==> src/rtl/sc_nestctrl_if.sv <==
// rtl/sc_nestctrl_if.sv - game-step controller bus: control inputs in, strobes and status out
interface sc_nestctrl_if #(
  parameter int SCORE_WIDTH = 4
);
  logic                   SC_NESTCTRL_start_InLow;
  logic                   SC_NESTCTRL_tick_InHigh;
  logic                   SC_NESTCTRL_nest_InLow;
  logic                   SC_NESTCTRL_left_InLow;
  logic                   SC_NESTCTRL_right_InLow;
  logic                   SC_NESTCTRL_clear_OutHigh;
  logic                   SC_NESTCTRL_shift_OutHigh;
  logic [SCORE_WIDTH-1:0] SC_NESTCTRL_score_OutBUS;
  logic                   SC_NESTCTRL_side_OutHigh;
  logic                   SC_NESTCTRL_playing_OutHigh;
  logic                   SC_NESTCTRL_win_OutLow;
  logic                   SC_NESTCTRL_lose_OutLow;

  modport master (
    output SC_NESTCTRL_start_InLow, SC_NESTCTRL_tick_InHigh, SC_NESTCTRL_nest_InLow,
           SC_NESTCTRL_left_InLow, SC_NESTCTRL_right_InLow,
    input  SC_NESTCTRL_clear_OutHigh, SC_NESTCTRL_shift_OutHigh, SC_NESTCTRL_score_OutBUS,
           SC_NESTCTRL_side_OutHigh, SC_NESTCTRL_playing_OutHigh, SC_NESTCTRL_win_OutLow,
           SC_NESTCTRL_lose_OutLow
  );

  modport slave (
    input  SC_NESTCTRL_start_InLow, SC_NESTCTRL_tick_InHigh, SC_NESTCTRL_nest_InLow,
           SC_NESTCTRL_left_InLow, SC_NESTCTRL_right_InLow,
    output SC_NESTCTRL_clear_OutHigh, SC_NESTCTRL_shift_OutHigh, SC_NESTCTRL_score_OutBUS,
           SC_NESTCTRL_side_OutHigh, SC_NESTCTRL_playing_OutHigh, SC_NESTCTRL_win_OutLow,
           SC_NESTCTRL_lose_OutLow
  );
endinterface

==> src/rtl/sc_nestctrl.sv <==
// rtl/sc_nestctrl.sv - nest game sequencer: clear/shift strobes, hit scoring, win/lose status
// Optional loss on hitless ticks is enabled by defining SC_NESTCTRL_TIMEOUT_EN.
module sc_nestctrl #(
  parameter int SCORE_WIDTH   = 4,
  parameter int WIN_SCORE     = 9,
  parameter int TIMEOUT_TICKS = 16
) (
  input logic          SC_NESTCTRL_CLOCK_50,
  input logic          SC_NESTCTRL_RESET_InLow,
  sc_nestctrl_if.slave bus
);

  localparam logic [SCORE_WIDTH-1:0] WIN_VAL = SCORE_WIDTH'(WIN_SCORE);

  if (WIN_SCORE < 1 || WIN_SCORE > (2**SCORE_WIDTH) - 1 || TIMEOUT_TICKS < 1) begin : g_param_check
    $error("sc_nestctrl: WIN_SCORE or TIMEOUT_TICKS out of range");
  end

  typedef enum logic [3:0] {
    S_IDLE, S_CLEAR, S_PLAY, S_SHIFT, S_SETTLE, S_CHECK, S_SCORE, S_WIN, S_LOSE
  } state_t;

  state_t                 r_state;
  logic                   r_start_prev;
  logic                   r_clear;
  logic                   r_shift;
  logic [SCORE_WIDTH-1:0] r_score;
  logic                   r_side;
  logic                   r_playing;
  logic                   r_win_n;
  logic                   r_lose_n;

  logic                   w_start_edge;
  logic                   w_hit;
  logic                   w_right_only;
  logic [SCORE_WIDTH-1:0] w_score_inc;

  assign w_start_edge = r_start_prev & ~bus.SC_NESTCTRL_start_InLow;
  assign w_hit        = ~bus.SC_NESTCTRL_nest_InLow;
  assign w_right_only = ~bus.SC_NESTCTRL_right_InLow & bus.SC_NESTCTRL_left_InLow;
  assign w_score_inc  = r_score + 1'b1;

`ifdef SC_NESTCTRL_TIMEOUT_EN
  localparam int TO_W = (TIMEOUT_TICKS > 1) ? $clog2(TIMEOUT_TICKS + 1) : 1;
  logic [TO_W-1:0] r_to_cnt;
  logic            w_timeout;
  assign w_timeout = (r_to_cnt == TO_W'(TIMEOUT_TICKS));
`endif

  always_ff @(posedge SC_NESTCTRL_CLOCK_50 or negedge SC_NESTCTRL_RESET_InLow) begin
    if (!SC_NESTCTRL_RESET_InLow) begin
      r_state      <= S_IDLE;
      r_start_prev <= 1'b1;
      r_clear      <= 1'b0;
      r_shift      <= 1'b0;
      r_score      <= '0;
      r_side       <= 1'b0;
      r_playing    <= 1'b0;
      r_win_n      <= 1'b1;
      r_lose_n     <= 1'b1;
`ifdef SC_NESTCTRL_TIMEOUT_EN
      r_to_cnt     <= '0;
`endif
    end else begin
      r_start_prev <= bus.SC_NESTCTRL_start_InLow;
      r_clear      <= 1'b0;
      r_shift      <= 1'b0;
      case (r_state)
        S_IDLE, S_WIN, S_LOSE: begin
          // Outputs are set on entry so the clear strobe and zeroed score show during CLEAR.
          if (w_start_edge) begin
            r_state   <= S_CLEAR;
            r_clear   <= 1'b1;
            r_score   <= '0;
            r_side    <= 1'b0;
            r_playing <= 1'b1;
            r_win_n   <= 1'b1;
            r_lose_n  <= 1'b1;
`ifdef SC_NESTCTRL_TIMEOUT_EN
            r_to_cnt  <= '0;
`endif
          end
        end
        S_CLEAR: r_state <= S_PLAY;
        S_PLAY: begin
          if (bus.SC_NESTCTRL_tick_InHigh) begin
            r_state <= S_SHIFT;
            r_shift <= 1'b1;
`ifdef SC_NESTCTRL_TIMEOUT_EN
            r_to_cnt <= r_to_cnt + 1'b1;
`endif
          end
        end
        S_SHIFT:  r_state <= S_SETTLE;
        S_SETTLE: r_state <= S_CHECK;
        S_CHECK: begin
          if (w_hit) begin
            r_state <= S_SCORE;
            r_score <= w_score_inc;
            r_side  <= w_right_only;
            r_clear <= 1'b1;
`ifdef SC_NESTCTRL_TIMEOUT_EN
          end else if (w_timeout) begin
            r_state   <= S_LOSE;
            r_lose_n  <= 1'b0;
            r_playing <= 1'b0;
`endif
          end else begin
            r_state <= S_PLAY;
          end
        end
        S_SCORE: begin
`ifdef SC_NESTCTRL_TIMEOUT_EN
          r_to_cnt <= '0;
`endif
          if (r_score == WIN_VAL) begin
            r_state   <= S_WIN;
            r_win_n   <= 1'b0;
            r_playing <= 1'b0;
          end else begin
            r_state <= S_PLAY;
          end
        end
        default: r_state <= S_IDLE;
      endcase
    end
  end

  assign bus.SC_NESTCTRL_clear_OutHigh   = r_clear;
  assign bus.SC_NESTCTRL_shift_OutHigh   = r_shift;
  assign bus.SC_NESTCTRL_score_OutBUS    = r_score;
  assign bus.SC_NESTCTRL_side_OutHigh    = r_side;
  assign bus.SC_NESTCTRL_playing_OutHigh = r_playing;
  assign bus.SC_NESTCTRL_win_OutLow      = r_win_n;
  assign bus.SC_NESTCTRL_lose_OutLow     = r_lose_n;

endmodule

==> src/flat_wrapper.sv <==
// flat-port wrapper written by rule: the top's interface ports become plain ports
module sc_nestctrl_flat 
#(
  parameter int SCORE_WIDTH   = 4,
  parameter int WIN_SCORE     = 9,
  parameter int TIMEOUT_TICKS = 16
)
  (SC_NESTCTRL_CLOCK_50, SC_NESTCTRL_RESET_InLow, bus_SC_NESTCTRL_start_InLow, bus_SC_NESTCTRL_tick_InHigh, bus_SC_NESTCTRL_nest_InLow, bus_SC_NESTCTRL_left_InLow, bus_SC_NESTCTRL_right_InLow, bus_SC_NESTCTRL_clear_OutHigh, bus_SC_NESTCTRL_shift_OutHigh, bus_SC_NESTCTRL_score_OutBUS, bus_SC_NESTCTRL_side_OutHigh, bus_SC_NESTCTRL_playing_OutHigh, bus_SC_NESTCTRL_win_OutLow, bus_SC_NESTCTRL_lose_OutLow);
  sc_nestctrl_if #(.SCORE_WIDTH(SCORE_WIDTH)) bus_i ();
  input logic SC_NESTCTRL_CLOCK_50;
  input logic SC_NESTCTRL_RESET_InLow;
  input wire logic [$bits(bus_i.SC_NESTCTRL_start_InLow)-1:0] bus_SC_NESTCTRL_start_InLow;
  input wire logic [$bits(bus_i.SC_NESTCTRL_tick_InHigh)-1:0] bus_SC_NESTCTRL_tick_InHigh;
  input wire logic [$bits(bus_i.SC_NESTCTRL_nest_InLow)-1:0] bus_SC_NESTCTRL_nest_InLow;
  input wire logic [$bits(bus_i.SC_NESTCTRL_left_InLow)-1:0] bus_SC_NESTCTRL_left_InLow;
  input wire logic [$bits(bus_i.SC_NESTCTRL_right_InLow)-1:0] bus_SC_NESTCTRL_right_InLow;
  output wire logic [$bits(bus_i.SC_NESTCTRL_clear_OutHigh)-1:0] bus_SC_NESTCTRL_clear_OutHigh;
  output wire logic [$bits(bus_i.SC_NESTCTRL_shift_OutHigh)-1:0] bus_SC_NESTCTRL_shift_OutHigh;
  output wire logic [$bits(bus_i.SC_NESTCTRL_score_OutBUS)-1:0] bus_SC_NESTCTRL_score_OutBUS;
  output wire logic [$bits(bus_i.SC_NESTCTRL_side_OutHigh)-1:0] bus_SC_NESTCTRL_side_OutHigh;
  output wire logic [$bits(bus_i.SC_NESTCTRL_playing_OutHigh)-1:0] bus_SC_NESTCTRL_playing_OutHigh;
  output wire logic [$bits(bus_i.SC_NESTCTRL_win_OutLow)-1:0] bus_SC_NESTCTRL_win_OutLow;
  output wire logic [$bits(bus_i.SC_NESTCTRL_lose_OutLow)-1:0] bus_SC_NESTCTRL_lose_OutLow;
  assign bus_i.SC_NESTCTRL_start_InLow = bus_SC_NESTCTRL_start_InLow;
  assign bus_i.SC_NESTCTRL_tick_InHigh = bus_SC_NESTCTRL_tick_InHigh;
  assign bus_i.SC_NESTCTRL_nest_InLow = bus_SC_NESTCTRL_nest_InLow;
  assign bus_i.SC_NESTCTRL_left_InLow = bus_SC_NESTCTRL_left_InLow;
  assign bus_i.SC_NESTCTRL_right_InLow = bus_SC_NESTCTRL_right_InLow;
  assign bus_SC_NESTCTRL_clear_OutHigh = bus_i.SC_NESTCTRL_clear_OutHigh;
  assign bus_SC_NESTCTRL_shift_OutHigh = bus_i.SC_NESTCTRL_shift_OutHigh;
  assign bus_SC_NESTCTRL_score_OutBUS = bus_i.SC_NESTCTRL_score_OutBUS;
  assign bus_SC_NESTCTRL_side_OutHigh = bus_i.SC_NESTCTRL_side_OutHigh;
  assign bus_SC_NESTCTRL_playing_OutHigh = bus_i.SC_NESTCTRL_playing_OutHigh;
  assign bus_SC_NESTCTRL_win_OutLow = bus_i.SC_NESTCTRL_win_OutLow;
  assign bus_SC_NESTCTRL_lose_OutLow = bus_i.SC_NESTCTRL_lose_OutLow;
  sc_nestctrl #(.SCORE_WIDTH(SCORE_WIDTH), .WIN_SCORE(WIN_SCORE), .TIMEOUT_TICKS(TIMEOUT_TICKS)) u_core (.SC_NESTCTRL_CLOCK_50(SC_NESTCTRL_CLOCK_50), .SC_NESTCTRL_RESET_InLow(SC_NESTCTRL_RESET_InLow), .bus(bus_i));
endmodule
==> config.mk <==
export PLATFORM = sky130hd
export DESIGN_NAME = sc_nestctrl_flat
export DESIGN_NICKNAME = d
export VERILOG_FILES = /design/src/rtl/sc_nestctrl_if.sv /design/src/rtl/sc_nestctrl.sv /design/src/flat_wrapper.sv
export SDC_FILE = /design/constraint.sdc
export NUM_CORES = 1
export LEC_CHECK = 0
export CORE_UTILIZATION = 35
export DETAILED_ROUTE_END_ITERATION = 10
export SLEW_MARGIN = 25
export SYNTH_ARGS = -nofsm -noshare
export SYNTH_HDL_FRONTEND = slang
export SYNTH_SLANG_ARGS = --single-unit
==> constraint.sdc <==
create_clock -name SC_NESTCTRL_CLOCK_50 -period 1.9 [get_ports SC_NESTCTRL_CLOCK_50]
set_input_delay 0.285 -clock SC_NESTCTRL_CLOCK_50 [delete_from_list [all_inputs] [get_ports SC_NESTCTRL_CLOCK_50]]
set_output_delay 0.285 -clock SC_NESTCTRL_CLOCK_50 [all_outputs]
set_load 0.01 [all_outputs]
# == Yosys cells after proc, flatten, opt, wreduce, memory -nomap -nowiden ==
# Index checks and enable logic that the tools add are counted.
# W data, S select, Z words.
# op_classes
mux,19
reduce_logical,7
eq_ne,13
addsub,1
bitwise_logic,4
# op_table
operator,count
$pmux W4 S7,1
$eq A4 B3 Y1 const B,4
$mux W4,4
$eq A4 B2 Y1 const B,2
$eq A4 B4 Y1 const B,2
$mux W1,8
$pmux W4 S2,1
$mux W3,2
$pmux W1 S2,3
$reduce_and A3 Y1,2
$add A4 B1 Y4 const B,1
$eq A4 B1 Y1 const B,1
$logic_not A4 Y1,1
$ne A2 B1 Y1 const B,2
$ne A2 B2 Y1 const B,2
$reduce_bool A2 Y1,2
$reduce_or A3 Y1,1
$and A1 B1 Y1,2
$not A1 Y1,2
$reduce_and A2 Y1,1
# totals
reg_bits,14
elab_cells,52
out_inout_bits,10

# == Longest topological paths before layout ==
# Gate-level depths: netlist of the first run.
# depth
word_depth,4
depth_mapped,7
ltp_nobuf,6

# == Least setup slack after synthesis of the first run ==
# Ideal clock, no wire load.
# synth_path
path_kind,flip-flop to flip-flop
from,reg u_core.r_state[1]
to,"reg u_core.r_score[3], in the netlist u_core.bus.SC_NESTCTRL_score_OutBUS[3]"
path_buffers,0
synth_period_minus_slack_ns,1.655
t_arrival_ns,1.522
slack_ns,0.245
path_stages_with_launch,7
path_cell_list,dfrtp_1 > inv_1 > ha_1 > or2_2 > a31oi_1 > or2_4 > o21ai_0
# synth_between
elab_chain_len,4
# synth_lines
item,line_no,rtl
from (decl),sc_nestctrl.sv:23,state_t r_state;
from (signal assigned),sc_nestctrl.sv:52,r_state <= S_IDLE;
from (signal assigned),sc_nestctrl.sv:72,r_state <= S_CLEAR;
from (signal assigned),sc_nestctrl.sv:84,S_CLEAR: r_state <= S_PLAY;
$eq A4 B3 Y1 (tied with other cells),sc_nestctrl.sv:68,case (r_state)
$reduce_or A3 Y1,sc_nestctrl.sv:68,
$ne A2 B1 Y1 (no source line) or $reduce_bool A2 Y1 (tied branches),-,
$reduce_and A3 Y1 (no source line),-,
to (signal assigned),sc_nestctrl.sv:99,r_score <= w_score_inc;
to (decl),sc_nestctrl.sv:27,logic [SCORE_WIDTH-1:0] r_score;
# Several ways; a longest one is shown, not always the timed one.
# A chain may end at the register's enable or synchronous reset.

# == Worst setup path in the final report of the first run ==
# layout_path
from,reg u_core.r_state[0]
to,reg u_core.r_state[1]
# layout_between
elab_chain_len,4
# layout_lines
item,line_no
$eq A4 B3 Y1 (tied with other cells),sc_nestctrl.sv:68
$reduce_or A3 Y1,sc_nestctrl.sv:68
$ne A2 B1 Y1 (no source line),-
$reduce_and A2 Y1 (no source line),-
# Several ways; a longest one is shown, not always the timed one.

==> results.cfg, run 1 <==
[place]
io_buffers = 15
place_ws_ns = 0.112
placedCellCount = 124
place_congestion = 0.793
place_hpwl_mm = 1.20

[timing]
slew_violations = 0
rsz0062_at_grt = false
clock.fmax_ghz = 0.564
setup_violations = 0
post-route-period-util = 0.934
fin_skew_ns = 0.00831
hold_viol = 0
relSlewSlack = 0.600
setup_tns_ns = 0
fin_crit_ns = 1.77
fin_ws_ns = 0.126
worst_pin_slew_ns = 0.598

[clock_network]
htree_levels = 1
numClockSinks = 13
cts_tree = built
clock-root-buffer = clkbuf_4
cts.clk_slew.worst_paths_ns = 0.08
cts_buffers = 3
post-cts-setup-buffers = 0
worstSkewPairLatency_ns = 0.28
clockBufferDepth = 2

[die]
die_w_um = 49.7
die_h_um = 49.7
dieArea_mm2 = 0.00247
coreArea_mm2 = 0.00204
initial_core_util = 0.390
boundaryPins = 17
row_count = 16

[power_and_ir_drop]
p_per_area_mw_per_mm2 = 1210
power_leakage_nw = 0.450
p_total_w = 0.00124
ir_drop_uv = 844

[logic_synthesis]
ys.warnings.count = 0
syn_area_per_cell_um2 = 9.84
ys_ff_latch = 13
synth_top_area_share = 0.345
yosysUniqueCellTypes = 34
yosysSeqAreaShare = 0.411
postSynthCellCount = 81
synth_area_leaders = dfrtp_1 (35%), ha_1 (13%), dfstp_2 (6.6%), o21ai_0 (4.4%), inv_1 (3.3%)
synth_area_um2 = 797
synth_nets = 96
yosys.area.top_type = dfrtp_1

[worst_setup_path]
cp-start-kind = flop
worstSetupEndpointType = flop
critical_path_class = reg -> reg
crit_required_ns = 2.08
path_delay_family = multiplexers
path_cells = inv_1, ha_1, mux2i_1, nor2_2, nor2_1, mux2_2
r2r_start = u_core.r_state[0]
crit_cells = 6
reg2reg_depth = 6
worstPathMaxFanout = 8
rrSetupSlack_ns = 0.13
worstSetupEndpoint = u_core.r_state[1]
timing.rr.end = u_core.r_state[1]
cp.arrival_ns = 1.95
startpoint = u_core.r_state[0]
crit_slowest_cell = dfrtp_1
crit_buf_inv = 1
slowest_delay_ns = 0.42

[grt]
grt_usage = 0.143
grt_overflow = 0
grt_max_degree = 14
grt_pass1_vias = 606
grt_pass1_wl_mm = 2.62
use_met1 = 0.195
use_met2 = 0.198
grt-busiest-layer = met2
use_met3 = 0.0586
antenna_found_initial = 0

[route]
first_pass_iters = 4
routed_via_density = 5.14
first_iter_violations = 13
final_antenna_net_count = 0
drt-total-wl_mm = 1.61
num_vias = 658
drt-wirelength-per-cell_um = 12.6
drcViolationCount = 0

[hold_path]
hold_path.class = in -> async

[finish]
drive_above_1_share = 0.168
nFillCells = 195
seqCellArea_um2 = 328
multiInputGateArea_um2 = 427
finalNetCount = 117
antennaDiodeCount = 0
syn_to_final_growth_pct = 28.1
stdcell_count = 128

[run]
cap_violations = 0

[status]
status = finished, final reports clean
-- synthesized netlist by cell type --
library cell,instances
a211o_1,1
a21oi_1,1
a31o_2,1
a31oi_1,2
a32o_1,1
and2b_1,1
and3_1,1
and3b_1,1
buf_4,3
conb_1,1
dfrtp_1,11
dfstp_2,2
ha_1,8
inv_1,7
mux2_2,2
mux2i_1,1
nand2_1,7
nand2b_1,2
nand3_1,1
nand4_1,1
nor2_1,4
nor2_2,1
nor2b_1,1
nor3b_1,1
nor4_1,1
o21ai_0,7
o21ai_1,1
o22ai_1,2
o31ai_1,2
o32ai_1,2
o41ai_1,1
o41ai_2,1
or2_2,1
or2_4,1
-- metal layers --
metal	up-vias	part of all wire
met5	-	0
met4	0	0.012
met3	4	0.052
met2	16	0.44
met1	309	0.50
li1	329	-
-- stage by stage --
stage / area, um2 / util / hold WS [ns]
floorplan: 797 / - / -0.0106
global placement: 988 / 0.484 / 0.497
detailed placement: 988 / 0.484 / 0.471
CTS: 1010 / 0.497 / 0.385
global route: 1020 / 0.500 / 0.425
finish: 1020 / 0.500 / 0.372
-- worst min path at each step --
stage                                 startpoint                                endpoint  slack (ns)
2_1_floorplan            SC_NESTCTRL_RESET_InLow    u_core.bus.SC_NESTCTRL_clear_OutHigh       -0.01
3_3_place_gp   u_core.bus.SC_NESTCTRL_win_OutLow       u_core.bus.SC_NESTCTRL_win_OutLow        0.50
3_5_place_dp   u_core.bus.SC_NESTCTRL_win_OutLow       u_core.bus.SC_NESTCTRL_win_OutLow        0.47
4_1_cts                  SC_NESTCTRL_RESET_InLow                       u_core.r_state[2]        0.38
5_1_grt                  SC_NESTCTRL_RESET_InLow  u_core.bus.SC_NESTCTRL_score_OutBUS[3]        0.43
6_report                 SC_NESTCTRL_RESET_InLow  u_core.bus.SC_NESTCTRL_score_OutBUS[3]        0.37
-- where the power goes --
group	internal, W	total, W	switching, W
Combinational	0.000331	0.000677	0.000346
Sequential	0.000330	0.000382	0.0000518
Clock	0.0000816	0.000176	0.0000946
-- final cells by class --
| type | instances | area share |
|---|---|---|
| Timing Repair Buffer | 19 | 0.176 |
| Sequential cell | 13 | 0.321 |
| Tap cell | 27 | 0.0331 |
| Inverter | 7 | 0.0257 |
| Clock buffer | 4 | 0.0257 |
| Multi-Input combinational cell | 58 | 0.418 |
-- logic make-up after synthesis --
family,after synthesis,synth area share
multiplexers,3,0.0408
AND/OR/NAND/NOR,24,0.162
AO/OA/AOI/OAI,22,0.195
adder cells (fa/ha/maj),8,0.126
buffers and inverters,10,0.0612
flip-flops,13,0.411
other,1,0.00471
-- cell usage in the layout, fill, tap and decap left out --
master and n:
a211o_1 1, a21oi_1 1, a31o_2 1, a31oi_1 1, a31oi_2 1, a32o_1 1
and2b_1 1, and3_1 1, and3b_1 1, buf_4 4, clkbuf_1 1, clkbuf_4 3
clkdlybuf4s50_1 15, conb_1 1, dfrtp_1 11, dfstp_2 2, ha_1 8, inv_1 7
mux2_2 2, mux2i_1 1, nand2_1 7, nand2b_1 2, nand3_1 1, nand4_1 1
nor2_1 4, nor2_2 1, nor2b_1 1, nor3b_1 1, nor4_1 1, o21ai_0 7
o21ai_1 1, o22ai_1 2, o31ai_1 2, o32ai_1 2, o41ai_1 1, o41ai_2 1
or2_2 1, or2_4 1
-- registers in the layout, indices dropped and copies added (netlist names) --
register                                cells
u_core.bus.SC_NESTCTRL_clear_OutHigh        1
u_core.bus.SC_NESTCTRL_playing_OutHigh      1
u_core.bus.SC_NESTCTRL_score_OutBUS         4
u_core.bus.SC_NESTCTRL_shift_OutHigh        1
u_core.bus.SC_NESTCTRL_side_OutHigh         1
u_core.bus.SC_NESTCTRL_win_OutLow           1
u_core.r_start_prev                         1
u_core.r_state                              3
-- what timing repair did --
item	4_1_cts	5_1_grt
hold buffers	0	0
gates resized for setup	0	1
endpoints found under the setup margin	0	1
Note: power is estimated with default switching activity, not from simulation.
==> inputs of run 2 (changes only) <==
--- a/config.mk
+++ b/config.mk
@@ -7,6 +7,7 @@
 export LEC_CHECK = 0
 export CORE_UTILIZATION = 35
 export DETAILED_ROUTE_END_ITERATION = 10
+export HOLD_SLACK_MARGIN = 0.1
 export SLEW_MARGIN = 25
 export SYNTH_ARGS = -nofsm -noshare
 export SYNTH_HDL_FRONTEND = slang
==> results of run 2 <==
No change in the layout: final DEF, timing and power equal those of run 1.
==> inputs of run 3 (changes only) <==
==> constraint.sdc (replaced) <==
create_clock -name SC_NESTCTRL_CLOCK_50 -period 1.9 [get_ports SC_NESTCTRL_CLOCK_50]
set_input_delay 0.285 -clock SC_NESTCTRL_CLOCK_50 [delete_from_list [all_inputs] [get_ports SC_NESTCTRL_CLOCK_50]]
set_output_delay 0.285 -clock SC_NESTCTRL_CLOCK_50 [all_outputs]
set_load 0.1 [all_outputs]
==> run 3 against run 2 <==
Utilization shrank 0.86 points. Largest cell class unchanged. Critical path depth is the same. Worst setup slack lost 0.010 ns. Clock-buffer cell count is the same. Clock skew shrank 0.0057 ns.
==> results.cfg, run 3 (same netlist as run 1, synthesis figures left out) <==
[finish]
largest_reg_flops = 4
final_cell_mix = buf_4 (10), dfrtp_1 (9), ha_1 (8)
finalNetCount = 115
final_common_cell = buf_4
antennaDiodeCount = 0
nFillCells = 221
drive_above_1_share = 0.273
stdcell_count = 126
syn_to_final_growth_pct = 25.9

[power_and_ir_drop]
power_leakage_nw = 0.457
p_per_area_mw_per_mm2 = 1360
ir_drop_uv = 722

[timing]
rsz0062_at_grt = false
clock.fmax_ghz = 0.560
slew_violations = 0
worst_pin_slew_ns = 0.593
fin_skew_ns = 0.00260
setup_tns_ns = 0
setup_violations = 0
relSlewSlack = 0.603
fin_crit_ns = 1.78
post-route-period-util = 0.939
hold_viol = 0

[route]
first_iter_violations = 14
routed_via_density = 5.10
drt-total-wl_mm = 1.64
final_antenna_net_count = 0
drt-wirelength-per-cell_um = 13.0
num_vias = 643
drcViolationCount = 0
first_pass_iters = 4

[grt]
grt_pass1_wl_mm = 2.75
grt_pass1_vias = 580
grt_overflow = 0
grt_max_degree = 15
antenna_found_initial = 0
grt_usage = 0.152

[clock_network]
post-cts-setup-buffers = 0
cts_tree = built
cts.clk_slew.worst_paths_ns = 0.08
cts_buffers = 3
clock-root-buffer = clkbuf_4
htree_levels = 1
worstSkewPairLatency_ns = 0.28
numClockSinks = 13
clockBufferDepth = 2

[run]
cap_violations = 0

[status]
status = finished, final reports clean

[die]
die_h_um = 49.7
initial_core_util = 0.390
coreArea_mm2 = 0.00204
dieArea_mm2 = 0.00247
die_w_um = 49.7
boundaryPins = 17
row_count = 16

[worst_setup_path]
critical_path_class = reg -> reg
crit_required_ns = 2.07
cp.arrival_ns = 1.96
worstSetupEndpointType = flop
worstPathMaxFanout = 12
cp-start-kind = flop

[place]
place_congestion = 0.765
place_hpwl_mm = 1.22
io_buffers = 15
placedCellCount = 122

[hold_path]
hold_path.class = in -> async
[run 3: per-layer routing]
metal / global-route usage / part of all wire / routed length [um]
met1: 0.201 / 0.47 / 771
met2: 0.232 / 0.45 / 732
met3: 0.0556 / 0.071 / 117
met4: 0.0429 / 0.010 / 17
met5: 0 / 0 / 0
[run 3: worst paths after layout]
check / startpoint / end / slack [ns] / depth (start not counted)
setup / recovery: u_core.r_state[0] / u_core.r_state[0] / 0.12 / 6
hold / removal: SC_NESTCTRL_RESET_InLow / u_core.r_state[2] / 0.38 / 1
setup reg to reg: u_core.r_state[0] / u_core.r_state[0] / 0.12 / 6
hold reg to reg: u_core.bus.SC_NESTCTRL_win_OutLow / u_core.bus.SC_NESTCTRL_win_OutLow / 0.50 / 2
max in group asynchronous: SC_NESTCTRL_RESET_InLow / u_core.bus.SC_NESTCTRL_score_OutBUS[1] / 1.11 / 1
min in group SC_NESTCTRL_CLOCK_50: bus_SC_NESTCTRL_start_InLow / u_core.r_start_prev / 0.49 / 1
[run 3: worst max-delay path, cell delays in order (launching register included)]
cell and delay, ns:
dfrtp_1 0.43, inv_1 0.10, ha_1 0.23, mux2i_2 0.25
nor2_4 0.12, nor2_2 0.18, mux2_2 0.35
[run 3: cell type report]
cell class | instances | area [um2] | share of cell area
flip-flops and latches | 13 | 330 | 0.329
repair buffers | 17 | 155 | 0.155
clock buffers | 4 | 26.3 | 0.0262
inverters | 7 | 26.3 | 0.0262
multi-input cells | 58 | 432 | 0.430
well taps | 27 | 33.8 | 0.0337
[run 3: report_power, final]
part,internal [W],total [W],leakage [nW],switching [W]
sequential,0.000332,0.000385,0.160,0.0000532
combinational,0.000315,0.000808,0.282,0.000493
clock,0.0000815,0.000174,0.0150,0.0000929
total,0.000728,0.00137,0.457,0.000639
[run 3: what timing repair did]
item                                    CTS  global route
hold buffers                              0             0
gates resized for setup                   0             3
endpoints found under the setup margin    0             3
[run 3: through the flow]
stage	hold slack (ns)	total power, W	area [um2]	util	worst slack [ns]
after global placement	0.497	0.00116	966	0.473	0.154
final	0.376	0.00137	1000	0.491	0.115
after global routing	0.426	0.00148	1000	0.491	0.0197
after CTS	0.399	0.00135	992	0.486	0.0718
after floorplan	-0.0106	0.000997	800	-	0.209
after detailed placement	0.500	0.00116	966	0.473	0.0841
